==> src/rtl/router_fifo.sv <==
// Per-destination packet buffer for the 1x3 router. Each entry carries a header
// marker so the read side can count the packet down and idle data_out after parity.
module router_fifo #(
  parameter int WIDTH = 8,
  parameter int DEPTH = 16,
  parameter int PTR_W = 4
) (
  input  logic             clock,
  input  logic             reset,
  input  logic             soft_reset,
  input  logic             write_enb,
  input  logic             read_enb,
  input  logic             lfd_state,
  input  logic [WIDTH-1:0] data_in,
  output logic [WIDTH-1:0] data_out,
  output logic             full,
  output logic             empty
);

  logic [WIDTH:0]   mem [DEPTH];
  logic [PTR_W:0]   wr_ptr, rd_ptr;
  logic [6:0]       pkt_cnt;
  logic             do_wr, do_rd, flush;
  logic [WIDTH:0]   rd_entry;

  localparam logic [PTR_W:0] PTR_ONE = {{PTR_W{1'b0}}, 1'b1};

  assign empty = (wr_ptr == rd_ptr);
  assign full  = (wr_ptr[PTR_W-1:0] == rd_ptr[PTR_W-1:0]) &&
                 (wr_ptr[PTR_W] != rd_ptr[PTR_W]);

  assign flush    = reset | soft_reset;
  assign do_wr    = write_enb & ~full;
  assign do_rd    = read_enb & ~empty;
  assign rd_entry = mem[rd_ptr[PTR_W-1:0]];

  // Storage is never cleared; a flush only drops the write presented that cycle.
  always_ff @(posedge clock) begin
    if (!flush && do_wr)
      mem[wr_ptr[PTR_W-1:0]] <= {lfd_state, data_in};
  end

  always_ff @(posedge clock) begin
    if (flush) begin
      wr_ptr   <= '0;
      rd_ptr   <= '0;
      pkt_cnt  <= '0;
      data_out <= '0;
    end else begin
      if (do_wr)
        wr_ptr <= wr_ptr + PTR_ONE;
      if (do_rd) begin
        rd_ptr   <= rd_ptr + PTR_ONE;
        data_out <= rd_entry[WIDTH-1:0];
        // Header byte carries payload length in [7:2]; +1 accounts for parity.
        if (rd_entry[WIDTH])
          pkt_cnt <= 7'(rd_entry[7:2]) + 7'd1;
        else if (pkt_cnt != 7'd0)
          pkt_cnt <= pkt_cnt - 7'd1;
      end else if (pkt_cnt == 7'd0) begin
        data_out <= '0;
      end
    end
  end

endmodule

==> config.mk <==
export PLATFORM = sky130hd
export DESIGN_NAME = router_fifo
export DESIGN_NICKNAME = d
export VERILOG_FILES = /design/src/rtl/router_fifo.sv
export SDC_FILE = /design/constraint.sdc
export NUM_CORES = 1
export LEC_CHECK = 0
export CAP_MARGIN = 5
export CORE_UTILIZATION = 65
export CTS_CLUSTER_SIZE = 8
export DETAILED_ROUTE_END_ITERATION = 10
export PLACE_DENSITY = 0.81
export REMOVE_ABC_BUFFERS = 1
export SYNTH_ARGS = -nofsm -noshare
export SYNTH_HDL_FRONTEND = slang
export SYNTH_SLANG_ARGS = --single-unit
==> constraint.sdc <==
create_clock -name clock -period 6.7 [get_ports clock]
set_input_delay 1.34 -clock clock [delete_from_list [all_inputs] [get_ports clock]]
set_output_delay 1.34 -clock clock [all_outputs]
set_load 0.02 [all_outputs]
==> summary.md <==
| Metric | Value |
|---|---|
| Area growth, synth to finish | 12.13% |
| CP Capture Type | output port |
| Sw Ratio | 20.71% |
| Vias | 3746 |
| Htree depth | 4 |
| Largest net degree at the start of global routing | 37 |
| Most frequent cells in the layout | 144 x edfxtp_1, 30 x nor2_1, 28 x mux4_2, 28 x dfxtp_1, 24 x nand2_1 |
| Post-CTS Setup Inserts | 0 |
| Total GRT Usage | 26.54% |
| Cell family with most CP delay | buffers and inverters |
| Sequential share of power | 54.9% |
| Ant diodes | 0 |
| Die H | 105.7 µm |
| Total CTS buffers | 17 |
| Initial antenna violation count | 0 |
| Die area | 11180 µm² |
| Comb pwr share | 3.4% |
| Power, Total | 0.002130 W |
| Max cap viols | 0 |
| Routed WL | 13540 µm |
| Slew Limit Fails | 0 |
| Post-detail-place hpwl | 8757 µm |
| Clk sinks | 173 |
| Cell Pwr Density | 271.7 nW/µm² |
| Final Hold Fails | 0 |
| CTS tree | built |
| Critical Path Start Type | flop |
| Pre-antenna DRT Iters | 5 |
| Int Pwr | 0.001689 W |
| Slowest library cell on the worst path | clkdlybuf4s50_1 |
| Fmax | 277.8 MHz |
| Reg clk slew, reported paths | 0.06 ns |
| Final net count | 457 |
| Routability cong. | 0.8633 |
| Num rows | 37 |
| Commonest non-fill, non-tap cell in the layout | edfxtp_1 |
| RSZ-0062 raised after global routing | no |
| Syn_area_per_cell | 17.05 µm² |
| WP buf/inv | 1 |
| Die X | 105.7 µm |
| Sequential share of the synthesized area | 70.15% |
| DRT iter0 DRCs | 305 |
| Post-cts hold buffer count | 0 |
| Relative max-transition margin | 14.77% |
| Tcrit/Tclk final | 53.73% |
| Root Driver | clkbuf_8 |
| Worst Skew | 0.01098 ns |
| Fill cells | 603 |
| Wirelength per Cell | 23.14 µm |
| CP peak stage delay | 0.61 ns |
| First-pass GRT wire length | 20620 µm |
| Crit Path Class | flop to output port |
| Mapped Cells | 410 |
| Warnings, synthesis | 0 |
| Net switching power figure | 0.0004411 W |
| Cell area after synthesis | 6992 µm² |
| Setup TNS | 0 ns |
| CP required | 5.36 ns |
| Grt ovf | 0 |
| Resized cells post-CTS | 0 |
| Crit path max fanout | 10 |
| Final min period | 3.600 ns |
| I/O Buffers | 23 |
| CORE AREA | 10370 µm² |
| Worst path cell trace | xnor2_1 -> nand4_1 -> nor2_1 -> clkdlybuf4s50_1 |
| Leak | 2.452 nW |
| Status | complete, no violations |
| Share of cells above drive strength 1 | 15.81% |
| Worst-Skew Late Latency | 0.54 ns |
| CTS Buffer Depth | 2 |
| Measured slew at the worst slew-check pin | 1.269 ns |
| Detailed-route DRC error count | 0 |
| Vias per Instance | 6.403 |
| CP arrival | 2.26 ns |
| Final setup fails | 0 |
| Clock Power Share | 41.7% |
| Initial Util | 67.42% |
| Synthesis-stage register bit count | 173 |
| Netlist cell types | 42 |
| Post-route ant nets | 0 |
| Io pins | 24 |
| Number of global-route vias before repair | 3695 |
| Worst vdd ir | 0.2485 mV |
| HP Class | flop to flop |
-- power groups by stage --
stage | combinational [W] | clock, W | sequential (W)
after detailed placement | 0.0000717 | 0 | 0.00119
after global placement | 0.0000697 | 0 | 0.00119
after floorplan | 0.0000339 | 0 | 0.00120
final | 0.0000718 | 0.000888 | 0.00117
after global routing | 0.0000777 | 0.000936 | 0.00117
after CTS | 0.0000721 | 0.000896 | 0.00117
-- logic make-up (layout without fill, tap and decap cells) --
group	Yosys count	in the layout	share of synthesized area, %
DFF	173	173	70.15
and+or+nand+nor	99	99	6.514
adders and majority gates	7	7	1.253
muxes	40	40	13.30
xor gates and xnor gates	17	17	2.130
AOI/OAI and AO/OA	49	49	4.653
buffers and inverters	25	64	2.004
-- per-stage QoR --
| stage | area [µm²] | cells | setup WS, ns | hold WS (ns) | utilization (%) |
|---|---|---|---|---|---|
| 2_1_floorplan | 6867 | 389 | 3.442 | 0.4455 | - |
| 3_3_place_gp | 7298 | 552 | 2.848 | 0.4550 | 70.38 |
| 3_5_place_dp | 7298 | 552 | 2.793 | 0.4576 | 70.38 |
| 4_1_cts | 7833 | 584 | 3.095 | 0.4663 | 75.53 |
| 5_1_grt | 7840 | 585 | 3.019 | 0.4806 | 75.60 |
| 6_report | 7840 | 585 | 3.100 | 0.4638 | 75.60 |
-- flip-flops by register name, indices dropped and copies added, names as in the netlist, named ones only --
signal / count
wr_ptr: 5
rd_ptr: 5
pkt_cnt: 7
mem: 144
data_out: 8
-- layout make-up --
class / count / area (µm²) / area share [%]
multi-input combinational: 212 / 1947 / 24.83
timing repair buffer: 28 / 267.8 / 3.415
clock buffer: 19 / 421.7 / 5.378
clock inverter: 13 / 112.6 / 1.436
tap: 136 / 170.2 / 2.170
inverter: 4 / 15.01 / 0.1915
sequential: 173 / 4906 / 62.58
-- worst min-delay path, stage by stage, from the launching register on --
cell and delay (ns):
dfxtp_1 0.31, nand3_1 0.06, a21oi_1 0.05
-- cell usage after synthesis (all sizes together) --
library cell	count	area share (%)
or3	4	0.36
nor3	8	0.57
and2	2	0.18
xnor2	9	1.1
or2	1	0.090
clkbuf	9	0.48
a21oi	19	1.4
o31a	1	0.13
inv	4	0.21
o22ai	1	0.090
a31oi	1	0.090
o21a	2	0.21
nand4b	1	0.13
buf	12	1.3
o21ba	1	0.14
mux4	39	13
nand2	26	1.5
a22oi	12	1.4
nor2b	2	0.18
xor2	8	1.0
a221oi	1	0.13
nor4	1	0.090
nor2	30	1.6
nand3	17	1.2
dfxtp	29	8.3
edfxtp	144	62
nand4	4	0.36
nand2b	3	0.27
mux2i	1	0.14
o21ai	8	0.57
a211o	1	0.13
o221a	2	0.32
ha	7	1.3
-- worst paths after layout --
kind | start | endpoint | slack (ns) | depth (start not counted)
max | wr_ptr[2] | empty | 3.10 | 4
max reg2reg | flop | pkt_cnt[2] | 3.75 | 8
min reg2reg | data_out[4] | data_out[4] | 0.46 | 2
min | data_out[4] | data_out[4] | 0.46 | 2
-- routing by layer --
metal | track usage [%] | share of wire, % | routed length, µm | vias up
met2 | 40.66 | 48 | 6481 | 173
met1 | 36.06 | 42 | 5683 | 1868
li1 | - | - | - | 1670
met3 | 7.050 | 7.1 | 960 | 35
met5 | 0 | 0 | 0 | -
met4 | 12.30 | 3.0 | 410 | 0
(Power assumes the default switching activity.)
